<file path="config.mk">
export PLATFORM = sky130hd
export DESIGN_NAME = multi_port_user_csr
export DESIGN_NICKNAME = d
export VERILOG_FILES = /design/src/rtl/multi_port_csr_pkg.sv /design/src/rtl/csr_rst_handshake.sv /design/src/rtl/multi_port_user_csr.sv
export SDC_FILE = /design/constraint.sdc
export NUM_CORES = 1
export LEC_CHECK = 0
export ABC_CLOCK_PERIOD_IN_PS = 2500
export BUFFER_PORTS_ARGS = -buffer_cell sky130_fd_sc_hd__clkbuf_2
export CAP_MARGIN = 40
export CORE_MARGIN = 3
export CORE_UTILIZATION = 30
export CTS_CLUSTER_SIZE = 25
export DETAILED_ROUTE_END_ITERATION = 6
export GPL_TIMING_DRIVEN = 0
export PLACE_DENSITY = 0.53
export SETUP_SLACK_MARGIN = 0.02
export SYNTH_ARGS = -nofsm -noshare
export SYNTH_HDL_FRONTEND = slang
export SYNTH_SLANG_ARGS = --single-unit
</file>
<file path="constraint.sdc">
create_clock -name csr_clk -period 2.5 [get_ports csr_clk]
set_clock_uncertainty 0.1 [all_clocks]
set_input_delay 0.5 -clock csr_clk [delete_from_list [all_inputs] [get_ports csr_clk]]
set_output_delay 0.5 -clock csr_clk [all_outputs]
set_load 0.005 [all_outputs]
</file>
<file path="src/rtl/multi_port_csr_pkg.sv">
// Shared constants, register map and handshake state type
// for the multi-port user CSR block.
package multi_port_csr_pkg;

    localparam logic [31:0] VERSION      = 32'h0001_0100;

    localparam logic [11:0] ADDR_VERSION = 12'h000;
    localparam logic [11:0] ADDR_GLOBAL  = 12'h004;
    localparam logic [11:0] PORT_BASE    = 12'h100;
    localparam logic [11:0] PORT_STRIDE  = 12'h020;

    localparam logic [4:0] OFF_CONTROL  = 5'h00;
    localparam logic [4:0] OFF_STATUS   = 5'h04;
    localparam logic [4:0] OFF_STICKY   = 5'h08;
    localparam logic [4:0] OFF_FIFO     = 5'h0C;
    localparam logic [4:0] OFF_IRQ_MASK = 5'h10;
    localparam logic [4:0] OFF_ERROR    = 5'h14;

    typedef enum logic [1:0] {
        HS_IDLE    = 2'd0,
        HS_ASSERT  = 2'd1,
        HS_RELEASE = 2'd2
    } hs_state_t;

endpackage

</file>
<file path="src/rtl/csr_rst_handshake.sv">
// One reset-request/acknowledge handshake with timeout,
// for a single reset domain of a single port.
module csr_rst_handshake
    import multi_port_csr_pkg::*;
#(
    parameter int ACK_TIMEOUT = 1023
) (
    input  logic clk,
    input  logic reset,
    input  logic start,
    input  logic ack,
    output logic rst_n,
    output logic busy,
    output logic timeout
);

    localparam int CW = $clog2(ACK_TIMEOUT + 1);

    hs_state_t     state;
    hs_state_t     state_nxt;
    logic [CW-1:0] cnt;
    logic          cnt_hit;

    assign cnt_hit = (cnt == CW'(ACK_TIMEOUT - 1));
    assign busy    = (state != HS_IDLE);

    always_comb begin
        state_nxt = state;
        timeout   = 1'b0;
        unique case (state)
            HS_IDLE: begin
                if (start) state_nxt = HS_ASSERT;
            end
            HS_ASSERT: begin
                if (!ack) begin
                    state_nxt = HS_RELEASE;
                end else if (cnt_hit) begin
                    state_nxt = HS_IDLE;
                    timeout   = 1'b1;
                end
            end
            HS_RELEASE: begin
                if (ack) begin
                    state_nxt = HS_IDLE;
                end else if (cnt_hit) begin
                    state_nxt = HS_IDLE;
                    timeout   = 1'b1;
                end
            end
            default: state_nxt = HS_IDLE;
        endcase
    end

    // rst_n is registered from the next state so it is glitch-free
    always_ff @(posedge clk) begin
        if (reset) begin
            state <= HS_IDLE;
            cnt   <= '0;
            rst_n <= 1'b1;
        end else begin
            state <= state_nxt;
            if (state_nxt != state || state == HS_IDLE) begin
                cnt <= '0;
            end else begin
                cnt <= cnt + 1'b1;
            end
            rst_n <= (state_nxt != HS_ASSERT);
        end
    end

endmodule

</file>
<file path="src/rtl/multi_port_user_csr.sv">
// CSR block for up to four Ethernet ports: MAC reset handshakes,
// live and sticky PHY status, FIFO levels and a level interrupt.
module multi_port_user_csr
    import multi_port_csr_pkg::*;
#(
    parameter int NUM_CHANNELS = 2,
    parameter int FIFO_DEPTH   = 5,
    parameter int ACK_TIMEOUT  = 1023
) (
    input  logic                               csr_clk,
    input  logic                               reset,
    input  logic [11:0]                        csr_address,
    input  logic                               csr_read,
    input  logic                               csr_write,
    input  logic [3:0]                         csr_byteenable,
    input  logic [31:0]                        csr_wr_data,
    output logic                               csr_waitrequest,
    output logic [31:0]                        csr_rd_data,
    output logic                               csr_rd_vld,
    input  logic [NUM_CHANNELS-1:0]            ack_i_rst_n,
    input  logic [NUM_CHANNELS-1:0]            ack_i_tx_rst_n,
    input  logic [NUM_CHANNELS-1:0]            ack_i_rx_rst_n,
    output logic [NUM_CHANNELS-1:0]            o_rst_n,
    output logic [NUM_CHANNELS-1:0]            o_tx_rst_n,
    output logic [NUM_CHANNELS-1:0]            o_rx_rst_n,
    input  logic [NUM_CHANNELS-1:0]            i_rx_pcs_ready,
    input  logic [NUM_CHANNELS-1:0]            i_tx_lanes_stable,
    input  logic [NUM_CHANNELS-1:0]            i_tx_pll_locked,
    input  logic [NUM_CHANNELS-1:0]            i_cdr_lock,
    input  logic                               i_sys_pll_locked,
    input  logic [NUM_CHANNELS*FIFO_DEPTH-1:0] i_tx_fifo_depth,
    input  logic [NUM_CHANNELS*FIFO_DEPTH-1:0] i_rx_fifo_depth,
    output logic                               o_irq
);

    localparam int N  = NUM_CHANNELS;
    localparam int NA = 7 * N + 1;

    logic [NA-1:0] meta;
    logic [NA-1:0] sync;

    always_ff @(posedge csr_clk) begin
        if (reset) begin
            meta <= '0;
            sync <= '0;
        end else begin
            meta <= {i_sys_pll_locked, i_cdr_lock, i_tx_pll_locked,
                     i_tx_lanes_stable, i_rx_pcs_ready,
                     ack_i_rx_rst_n, ack_i_tx_rst_n, ack_i_rst_n};
            sync <= meta;
        end
    end

    logic [N-1:0] ack_rst_s, ack_tx_s, ack_rx_s;
    logic [N-1:0] rx_pcs_s, tx_lanes_s, tx_pll_s, cdr_s;
    logic         sys_pll_s;

    assign ack_rst_s  = sync[0*N +: N];
    assign ack_tx_s   = sync[1*N +: N];
    assign ack_rx_s   = sync[2*N +: N];
    assign rx_pcs_s   = sync[3*N +: N];
    assign tx_lanes_s = sync[4*N +: N];
    assign tx_pll_s   = sync[5*N +: N];
    assign cdr_s      = sync[6*N +: N];
    assign sys_pll_s  = sync[7*N];

    logic wr_acc;
    logic rd_acc;

    assign wr_acc = csr_write & ~csr_waitrequest;
    assign rd_acc = csr_read & ~csr_waitrequest;

    always_ff @(posedge csr_clk) begin
        if (reset) begin
            csr_waitrequest <= 1'b1;
        end else if (csr_waitrequest && (csr_read || csr_write)) begin
            csr_waitrequest <= 1'b0;
        end else begin
            csr_waitrequest <= 1'b1;
        end
    end

    logic [4:0]   off;
    logic [31:0]  port_rd [N];
    logic [N-1:0] port_hit;
    logic [N-1:0] irq_vec;
    logic [N-1:0] err_vec;

    assign off = csr_address[4:0];

    for (genvar p = 0; p < N; p++) begin : g_port
        logic       hit;
        logic       wr0;
        logic [2:0] start, busy, tmo, ack_s, rst_n;
        logic [3:0] status, prev, sticky, sticky_clr;
        logic [2:0] err, err_clr;
        logic [4:0] mask;
        logic [31:0] rd;

        assign hit = ({csr_address[11:5], 5'b0} ==
                      12'(PORT_BASE + PORT_STRIDE * p));
        assign wr0 = wr_acc & hit & csr_byteenable[0];

        assign start = (wr0 && off == OFF_CONTROL) ?
                       csr_wr_data[2:0] : 3'b000;
        assign sticky_clr = (wr0 && off == OFF_STICKY) ?
                            csr_wr_data[3:0] : 4'b0000;
        assign err_clr = (wr0 && off == OFF_ERROR) ?
                         csr_wr_data[2:0] : 3'b000;

        assign ack_s = {ack_rx_s[p], ack_tx_s[p], ack_rst_s[p]};

        for (genvar d = 0; d < 3; d++) begin : g_hs
            csr_rst_handshake #(
                .ACK_TIMEOUT(ACK_TIMEOUT)
            ) u_hs (
                .clk    (csr_clk),
                .reset  (reset),
                .start  (start[d]),
                .ack    (ack_s[d]),
                .rst_n  (rst_n[d]),
                .busy   (busy[d]),
                .timeout(tmo[d])
            );
        end

        assign o_rst_n[p]    = rst_n[0];
        assign o_tx_rst_n[p] = rst_n[1];
        assign o_rx_rst_n[p] = rst_n[2];

        assign status = {cdr_s[p], tx_pll_s[p], tx_lanes_s[p], rx_pcs_s[p]};

        // new events are OR-ed in after the clear so a set wins
        always_ff @(posedge csr_clk) begin
            if (reset) begin
                prev   <= '0;
                sticky <= '0;
                err    <= '0;
                mask   <= '0;
            end else begin
                prev   <= status;
                sticky <= (sticky & ~sticky_clr) | (prev & ~status);
                err    <= (err & ~err_clr) | tmo;
                if (wr0 && off == OFF_IRQ_MASK) begin
                    mask <= csr_wr_data[4:0];
                end
            end
        end

        always_comb begin
            rd = '0;
            case (off)
                OFF_CONTROL:  rd[2:0] = busy;
                OFF_STATUS:   rd[3:0] = status;
                OFF_STICKY:   rd[3:0] = sticky;
                OFF_FIFO: begin
                    rd[FIFO_DEPTH-1:0] =
                        i_tx_fifo_depth[p*FIFO_DEPTH +: FIFO_DEPTH];
                    rd[16 +: FIFO_DEPTH] =
                        i_rx_fifo_depth[p*FIFO_DEPTH +: FIFO_DEPTH];
                end
                OFF_IRQ_MASK: rd[4:0] = mask;
                OFF_ERROR:    rd[2:0] = err;
                default:      rd = '0;
            endcase
        end

        assign port_rd[p]  = rd;
        assign port_hit[p] = hit;
        assign err_vec[p]  = |err;
        assign irq_vec[p]  = (|(sticky & mask[3:0])) | ((|err) & mask[4]);
    end

    logic [31:0] rd_mux;

    always_comb begin
        rd_mux = '0;
        unique case (1'b1)
            (csr_address == ADDR_VERSION): rd_mux = VERSION;
            (csr_address == ADDR_GLOBAL):  rd_mux = {30'b0, |err_vec, sys_pll_s};
            (|port_hit): begin
                for (int p = 0; p < N; p++) begin
                    if (port_hit[p]) rd_mux = port_rd[p];
                end
            end
            default: rd_mux = '0;
        endcase
    end

    always_ff @(posedge csr_clk) begin
        if (reset) begin
            csr_rd_vld  <= 1'b0;
            csr_rd_data <= '0;
            o_irq       <= 1'b0;
        end else begin
            csr_rd_vld <= rd_acc;
            if (rd_acc) csr_rd_data <= rd_mux;
            o_irq <= |irq_vec;
        end
    end

    // every field lives in byte 0
    logic unused;
    assign unused = ^{csr_byteenable[3:1], csr_wr_data[31:5]};

endmodule
</file>
==> results by group, run 1 <==
Global routing
  – Largest net degree at the start of global routing: 17
  – GR Util All Layers: 14.37%
  – Initial antenna violation count: 0
  – First-pass GRT wire length: 30480 um
  – Vias in the first global route: 5889
  – Grt ovf: 0

Setup path
  – Critical path data arrival time: 2510 ps
  – Critical path startpoint: g_port[0].g_hs[0].u_hs.state[1]$_SDFF_PP0_
  – Worst path required time: 2730 ps
  – Kind of critical path: reg2reg
  – Critical-path top delay cell: dfxtp_1
  – R2R Setup Slk: 220 ps
  – Slowest cell delay on critical path: 500 ps
  – Worst path bufs/invs: 2
  – Worst-case reg-to-reg path depth: 6
  – Worst Setup Start Kind: flop
  – Chain of cells forming the critical path: inv_1 > ha_1 > nor4b_1 > or4_1 > buf_2 > nor4_1
  – CP Capture Type: flop
  – Crit-path max FO: 10
  – Worst flop-to-flop path endpoint: g_port[0].g_hs[0].u_hs.cnt[2]$_SDFF_PP0_
  – CP top delay family: simple AND/OR/NAND/NOR gates
  – Critical R2R Launch: g_port[0].g_hs[0].u_hs.state[1]$_SDFF_PP0_

Die
  – Core Rows: 57
  – # IOs: 128
  – Core Region: 24460 sq um
  – Die ar.: 26910 sq um
  – DIE HEIGHT: 164.0 um
  – Die outline width: 164.0 um
  – Initial core utilization: 30.63%

Detailed routing
  – # DRC: 0
  – Wire per inst: 14.73 um
  – Vias per inst: 4.826
  – Vias: 6235
  – Total Wirelength: 19040 um
  – Antenna-violating nets left: 0
  – Initial DRC Count: 377
  – Initial DRT Pass Iterations: 5

Clock network
  – Worst skew pair latency: 430 ps
  – Clock Root Buffer: clkbuf_16
  – Cts hold-fix bufs: 0
  – Number of CTS-inserted buffers: 17
  – TritonCTS Sinks: 154
  – Clk slew on worst S/H paths: 70 ps
  – CTS max path bufs: 2
  – CTS tree: yes
  – Max H-tree Level: 4

Final layout
  – Fin util: 36.56%
  – Syn-to-layout area delta: 19.34%
  – Layout cells sized above 1: 16.94%
  – ANT cells: 0
  – Fill cells: 2556
  – NumNets Final: 1078

Yosys
  – Post-synth top area cell: dfxtp_1
  – Async set-reset flop share out of synthesis: 0%
  – Sequential fraction of the synthesis area: 41.14%
  – Mux contribution to synthesized area: 2.955%
  – Post-synthesis adder-cell area fraction: 6.011%
  – Unique masters post-synth: 69
  – Synth Area in Simple Gates: 23.46%
  – Number of synthesized flops with an enable pin: 0
  – Avg Cell Area, Syn: 8.878 sq um
  – Synth Area in XOR/XNOR: 5.727%
  – Ys flop type: dfxtp_1
  – Synthesized flop and latch total: 154
  – Post-Synthesis Cells: 844
  – Top cells by area, synth: dfxtp_1, ha_1, nor2b_1, nor2_1, xor2_1
  – Yosys top cell area share: 41.14%
  – Mapped Area: 7493 sq um
  – Yosys warns: 0
  – Largest family of logic cells by synthesized area: simple AND/OR/NAND/NOR gates
  – Synth Area in Compound Gates: 14.18%

Timing
  – Final min period: 2278 ps
  – Slew Viols, Final: 0
  – Slew margin rel.: 45.92%
  – Setup-failing EPs final: 0
  – Final period utilization: 91.11%
  – Setup_tns: 0 ps
  – Worst-Margin Slew: 811.2 ps
  – Fin. Hold Viols: 0
  – Max Clk Rate: 0.4390 GHz
  – Unrepaired setup endpoints after global routing: false

Place
  – Final GP Congestion: 0.8638
  – Dpl hpwl: 13950 um
  – PortBufs: 71

Power and ir drop
  – Pleak: 0.003378 uW
  – VDD IR max: 0.4246 mV
  – Power Dens Cells: 594.7 nW/um^2

Run
  – Max_cap viols: 0

Min path
  – Hold Path Origin: i_tx_pll_locked[1]
  – Hold path cells: 2
  – Hold EP: meta[11]$_SDFF_PP0_
  – Hold crit path type: in2reg

Status
  – Outcome: completed
-- repair_timing --
| item | 4_1_cts | 5_1_grt |
|---|---|---|
| setup endpoints to repair | 0 | 87 |
| gates resized for setup | 0 | 8 |
| setup buffers | 0 | 1 |
-- how the worst max path moves through the flow --
stage | to | slack, ps | depth (start not counted)
after floorplan | g_port[1].g_hs[0].u_hs.cnt[1]$_SDFF_PP0_ | 360 | 7
after global placement | csr_rd_vld$_SDFF_PP0_ | -410 | 5
after detailed placement | g_port[0].mask[2]$_SDFFE_PP0P_ | -410 | 5
after CTS | g_port[1].g_hs[0].u_hs.cnt[7]$_SDFF_PP0_ | 50 | 9
after global routing | g_port[0].g_hs[0].u_hs.cnt[3]$_SDFF_PP0_ | 30 | 7
final | g_port[0].g_hs[0].u_hs.cnt[2]$_SDFF_PP0_ | 220 | 6
-- metrics by stage --
step	instances	setup slack (ps)	area [sq um]	hold WS, ps	power, uW
6_report	1292	222.3	8942	175.6	5318
5_1_grt	1292	29.03	8942	163.6	5519
4_1_cts	1292	48.84	8917	157.0	5373
3_5_place_dp	1260	-409.7	8337	322.0	2796
3_3_place_gp	1259	-412.5	8329	324.6	2794
2_1_floorplan	864	362.0	7569	313.8	2691
-- cells in the final DEF (no fill, tap or decap), types with 13 or more instances in the layout --
| cell | synthesis | layout |
|---|---|---|
| clkbuf_2 | 0 | 73 |
| conb_1 | 1 | 21 |
| o21ai_0 | 14 | 14 |
| buf_4 | 28 | 30 |
| nand4_1 | 18 | 18 |
| nor3_1 | 23 | 22 |
| ha_1 | 36 | 36 |
| a21oi_1 | 32 | 32 |
| inv_1 | 38 | 38 |
| nor2b_1 | 46 | 46 |
| and3_1 | 14 | 14 |
| nand3_1 | 50 | 50 |
| nand2_1 | 48 | 47 |
| clkbuf_16 | 0 | 17 |
| a211oi_1 | 19 | 19 |
| a31oi_1 | 13 | 13 |
| xor2_1 | 29 | 29 |
| dfxtp_1 | 154 | 154 |
| clkbuf_1 | 22 | 19 |
| xnor2_1 | 20 | 20 |
| nand2b_1 | 13 | 13 |
| nor2_1 | 75 | 75 |
-- routing by layer --
layer	global-route usage (%)	routed length, um	part of all wire (%)
met1	20.11	9329	49
met2	21.74	8453	44
met3	3.859	959	5.0
met4	4.075	295	1.5
met5	0	0	0
-- power breakdown --
group | switching (uW) | total (uW) | internal, uW
combinational | 128 | 231 | 103
clock | 1170 | 2580 | 1410
sequential | 20.7 | 2510 | 2490
total | 1320 | 5320 | 4000
-- state kept, by name, summed over array words and instances, names as in the netlist --
name                    count
g_port.g_hs.u_hs.cnt       60
meta                       15
sync                       15
g_port.g_hs.u_hs.state     12
csr_rd_data                11
g_port.mask                10
g_port.prev                 8
g_port.sticky               8
g_port.err                  6
g_port.g_hs.u_hs.rst_n      6
csr_rd_vld                  1
csr_waitrequest             1
o_irq                       1
-- cells by family after synthesis --
group / count (synthesis)
mux: 21
xor+xnor: 49
other cells: 1
simple gates: 333
flops: 154
fa+ha+maj: 36
buf+inv: 99
compound gates: 151
-- worst register-to-register path, stage by stage, from the launching register on --
cell     delay [ps]
dfxtp_1         500
inv_1           180
ha_1            290
nor4b_1         170
or4_1           460
buf_2           200
nor4_1          290
-- synth_stat cells (all sizes together) (6+ instances only) --
cell type and number:
and2 6, mux2i 12, nand2 48, xnor2 20, nand2b 13, nor2 75, a22oi 10, a21oi 32
inv 38, xor2 29, dfxtp 154, a31oi 13, nor2b 46, o21ai 27, mux2 9, ha 36
nand3 50, nand4 18, buf 39, and3 14, a211oi 19, nor4 12, or3 7, clkbuf 22
nor3 25
-- cell type report --
class,count,area (sq um),area share [%]
Tap cell,324,405.4,4.533
Sequential cell,154,3083,34.48
Timing Repair Buffer,73,370.4,4.142
Buffer,60,341.6,3.820
Inverter,38,142.6,1.595
Clock buffer,17,425.4,4.757
Clock inverter,15,155.1,1.735
Multi-Input combinational cell,611,4019,44.94
(Power assumes the default switching activity.)
==> run 2: changes to the inputs <==
- CORE_UTILIZATION: 30 -> 38
- PLACE_DENSITY: 0.53 -> 0.63
- SKIP_CTS_REPAIR_TIMING: default -> 1
==> results by group, run 2 (same netlist as run 1, synthesis figures left out) <==
Status
  – Outcome: completed (unchanged)

Clock network
  – TritonCTS Sinks: 154 (unchanged)
  – Clock Root Buffer: clkbuf_16 (unchanged)
  – Worst skew pair latency: 430 ps (about the same)
  – Clk slew on worst S/H paths: 70 ps (about the same)
  – Number of CTS-inserted buffers: 17 (unchanged)
  – CTS tree: yes (unchanged)
  – CTS max path bufs: 2 (unchanged)
  – Max H-tree Level: 4 (unchanged)

Final layout
  – NumNets Final: 1078 (unchanged)
  – Final instance area: 8901 sq um (was 8942 sq um)
  – Top reg by flops: g_port.g_hs.u_hs.cnt (unchanged)
  – Max reg flops: 60 (unchanged)
  – Layout cells sized above 1: 16.74% (was 16.94%)
  – Most common cell after layout, fill and taps aside: dfxtp_1 (unchanged)
  – Most frequent cells in the layout: dfxtp_1, nor2_1, clkbuf_2, nand3_1, nand2_1 (unchanged)
  – Largest regs: g_port.g_hs.u_hs.cnt x60, meta x15, sync x15 (unchanged)
  – ANT cells: 0 (unchanged)
  – Syn-to-layout area delta: 18.78% (was 19.34%)

Setup path
  – Worst path required time: 2710 ps (was 2730 ps)
  – Worst-case reg-to-reg path depth: 8 (was 6)
  – CP dominant cell by count: clkbuf_1
  – Crit-path max FO: 6 (was 10)
  – Critical-path top delay cell: clkbuf_1 (was dfxtp_1)
  – Critical path startpoint: csr_waitrequest$_SDFF_PP1_ (was g_port[0].g_hs[0].u_hs.state[1]$_SDFF_PP0_)
  – Kind of critical path: reg2reg (unchanged)
  – Critical path data arrival time: 2570 ps (was 2510 ps)
  – Chain of cells forming the critical path: and4b_1 > clkbuf_1 > and3_1 > clkbuf_1 > and2_1 > buf_2 > mux2i_1 > nor2_1 (was inv_1 > ha_1 > nor4b_1 > or4_1 > buf_2 > nor4_1)
  – R2R Setup Slk: 140 ps (was 220 ps)
  – CP endpoint: g_port[1].mask[1]$_SDFFE_PP0P_ (was g_port[0].g_hs[0].u_hs.cnt[2]$_SDFF_PP0_)
  – Slowest cell delay on critical path: 370 ps (was 500 ps)
  – Critical R2R Launch: csr_waitrequest$_SDFF_PP1_ (was g_port[0].g_hs[0].u_hs.state[1]$_SDFF_PP0_)
  – CP Capture Type: flop (unchanged)
  – Worst flop-to-flop path endpoint: g_port[1].mask[1]$_SDFFE_PP0P_ (was g_port[0].g_hs[0].u_hs.cnt[2]$_SDFF_PP0_)
  – Worst Setup Start Kind: flop (unchanged)

Detailed routing
  – Vias: 6191 (was 6235)
  – WL met2: 8291 um (was 8453 um)
  – Total Wirelength: 18130 um (was 19040 um)
  – DR WL met3: 949 um (was 959 um)
  – Uppermost routed layer: met4 (unchanged)
  – Antenna-violating nets left: 0 (unchanged)
  – Vias per inst: 5.042 (was 4.826)
  – Initial DRC Count: 487 (was 377)
  – # DRC: 0 (unchanged)
  – WL met1: 8620 um (was 9329 um)
  – Initial DRT Pass Iterations: 5 (unchanged)
  – Wire per inst: 14.76 um (was 14.73 um)

Timing
  – Final min period: 2359 ps (was 2278 ps)
  – Worst-Margin Slew: 833.0 ps (was 811.2 ps)
  – Unrepaired setup endpoints after global routing: false (unchanged)
  – Slew margin rel.: 44.41% (was 45.92%)
  – Setup_tns: 0 ps (unchanged)
  – Final period utilization: 94.38% (was 91.11%)
  – Final Worst Setup Slack: 140.5 ps (was 222.3 ps)
  – Max Clk Rate: 0.4238 GHz (was 0.4390 GHz)
  – Fin. Hold Viols: 0 (unchanged)
  – Setup-failing EPs final: 0 (unchanged)
  – Slew Viols, Final: 0 (unchanged)

Place
  – DP Area: 8257 sq um (was 8337 sq um)
  – Final GP Congestion: 0.8730 (was 0.8638)
  – Dpl hpwl: 13380 um (was 13950 um)
  – Post-place setup slack: -454.1 ps (was -409.7 ps)
  – PortBufs: 71 (unchanged)

Die
  – # IOs: 128 (unchanged)
  – Initial core utilization: 39.40% (was 30.63%)
  – Core Region: 19020 sq um (was 24460 sq um)
  – DIE HEIGHT: 146.4 um (was 164.0 um)
  – Core Rows: 50 (was 57)
  – Die outline width: 146.4 um (was 164.0 um)
  – Die ar.: 21440 sq um (was 26910 sq um)

Global routing
  – First-pass GRT wire length: 29750 um (was 30480 um)
  – Initial antenna violation count: 0 (unchanged)
  – GR Util All Layers: 17.01% (was 14.37%)
  – Vias in the first global route: 5924 (was 5889)
  – Grt ovf: 0 (unchanged)
  – Largest net degree at the start of global routing: 18 (was 17)

Power and ir drop
  – Pleak: 0.003391 uW (was 0.003378 uW)
  – Power Dens Cells: 611.3 nW/um^2 (was 594.7 nW/um^2)
  – VDD IR max: 0.4615 mV (was 0.4246 mV)
  – Pwr Total: 5441 uW (was 5318 uW)

Min path
  – Hold crit path type: in2reg (unchanged)

Run
  – Max_cap viols: 0 (unchanged)
## run 2: cell count changes in the layout (fill, tap and decap cells not counted), moves of 2 or more
cell      before  now
inv_6          6    4
clkinv_2       2    0
inv_8          2    4
clkinv_8       1    3
## run 2: worst min path at each step
stage | cells past startpoint | slack [ps] | startpoint | to
final | 2 | 170 | ack_i_tx_rst_n[1] | meta[3]$_SDFF_PP0_
after global routing | 2 | 170 | i_cdr_lock[0] | meta[12]$_SDFF_PP0_
after CTS | 2 | 150 | ack_i_tx_rst_n[1] | meta[3]$_SDFF_PP0_
after detailed placement | 1 | 320 | meta[9]$_SDFF_PP0_ | sync[9]$_SDFF_PP0_
after global placement | 1 | 320 | meta[6]$_SDFF_PP0_ | sync[6]$_SDFF_PP0_
after floorplan | 1 | 310 | meta[0]$_SDFF_PP0_ | sync[0]$_SDFF_PP0_
## run 2: layout make-up
cell class	instances	area [sq um]
Clock inverter	15	203.9
Buffer	61	345.3
Timing Repair Buffer	72	362.8
Fill cell	1883	10120
Multi-Input combinational cell	611	4013
Tap cell	260	325.3
Inverter	38	142.6
Sequential cell	154	3083
Clock buffer	17	425.4
## run 2: through the flow
| step | std cells | utilization (%) | hold WS [ps] |
|---|---|---|---|
| finish | 1228 | 46.80 | 170.5 |
| global route | 1228 | 46.80 | 167.4 |
| CTS | 1228 | 46.72 | 152.0 |
| detailed placement | 1196 | 43.41 | 322.7 |
| global placement | 1195 | 43.38 | 322.3 |
| floorplan | 864 | - | 313.8 |
## run 2: layer usage
| metal | vias to the layer above | track usage (%) |
|---|---|---|
| met5 | - | 0 |
| met3 | 20 | 4.531 |
| met1 | 2855 | 23.01 |
| met4 | 0 | 5.644 |
| met2 | 148 | 26.44 |
| li1 | 3168 | - |
## run 2: worst max-delay path: cells and delay by family, from the launching register on
family / cells / cell delay, ps
buffers and inverters: 3 / 870
DFF: 1 / 350
muxes: 1 / 200
and+or+nand+nor: 4 / 720
## run 2: where the power goes
part,internal (uW),switching [uW]
Combinational,103,126
Sequential,2490,21.6
Clock,1530,1170
Total,4130,1320
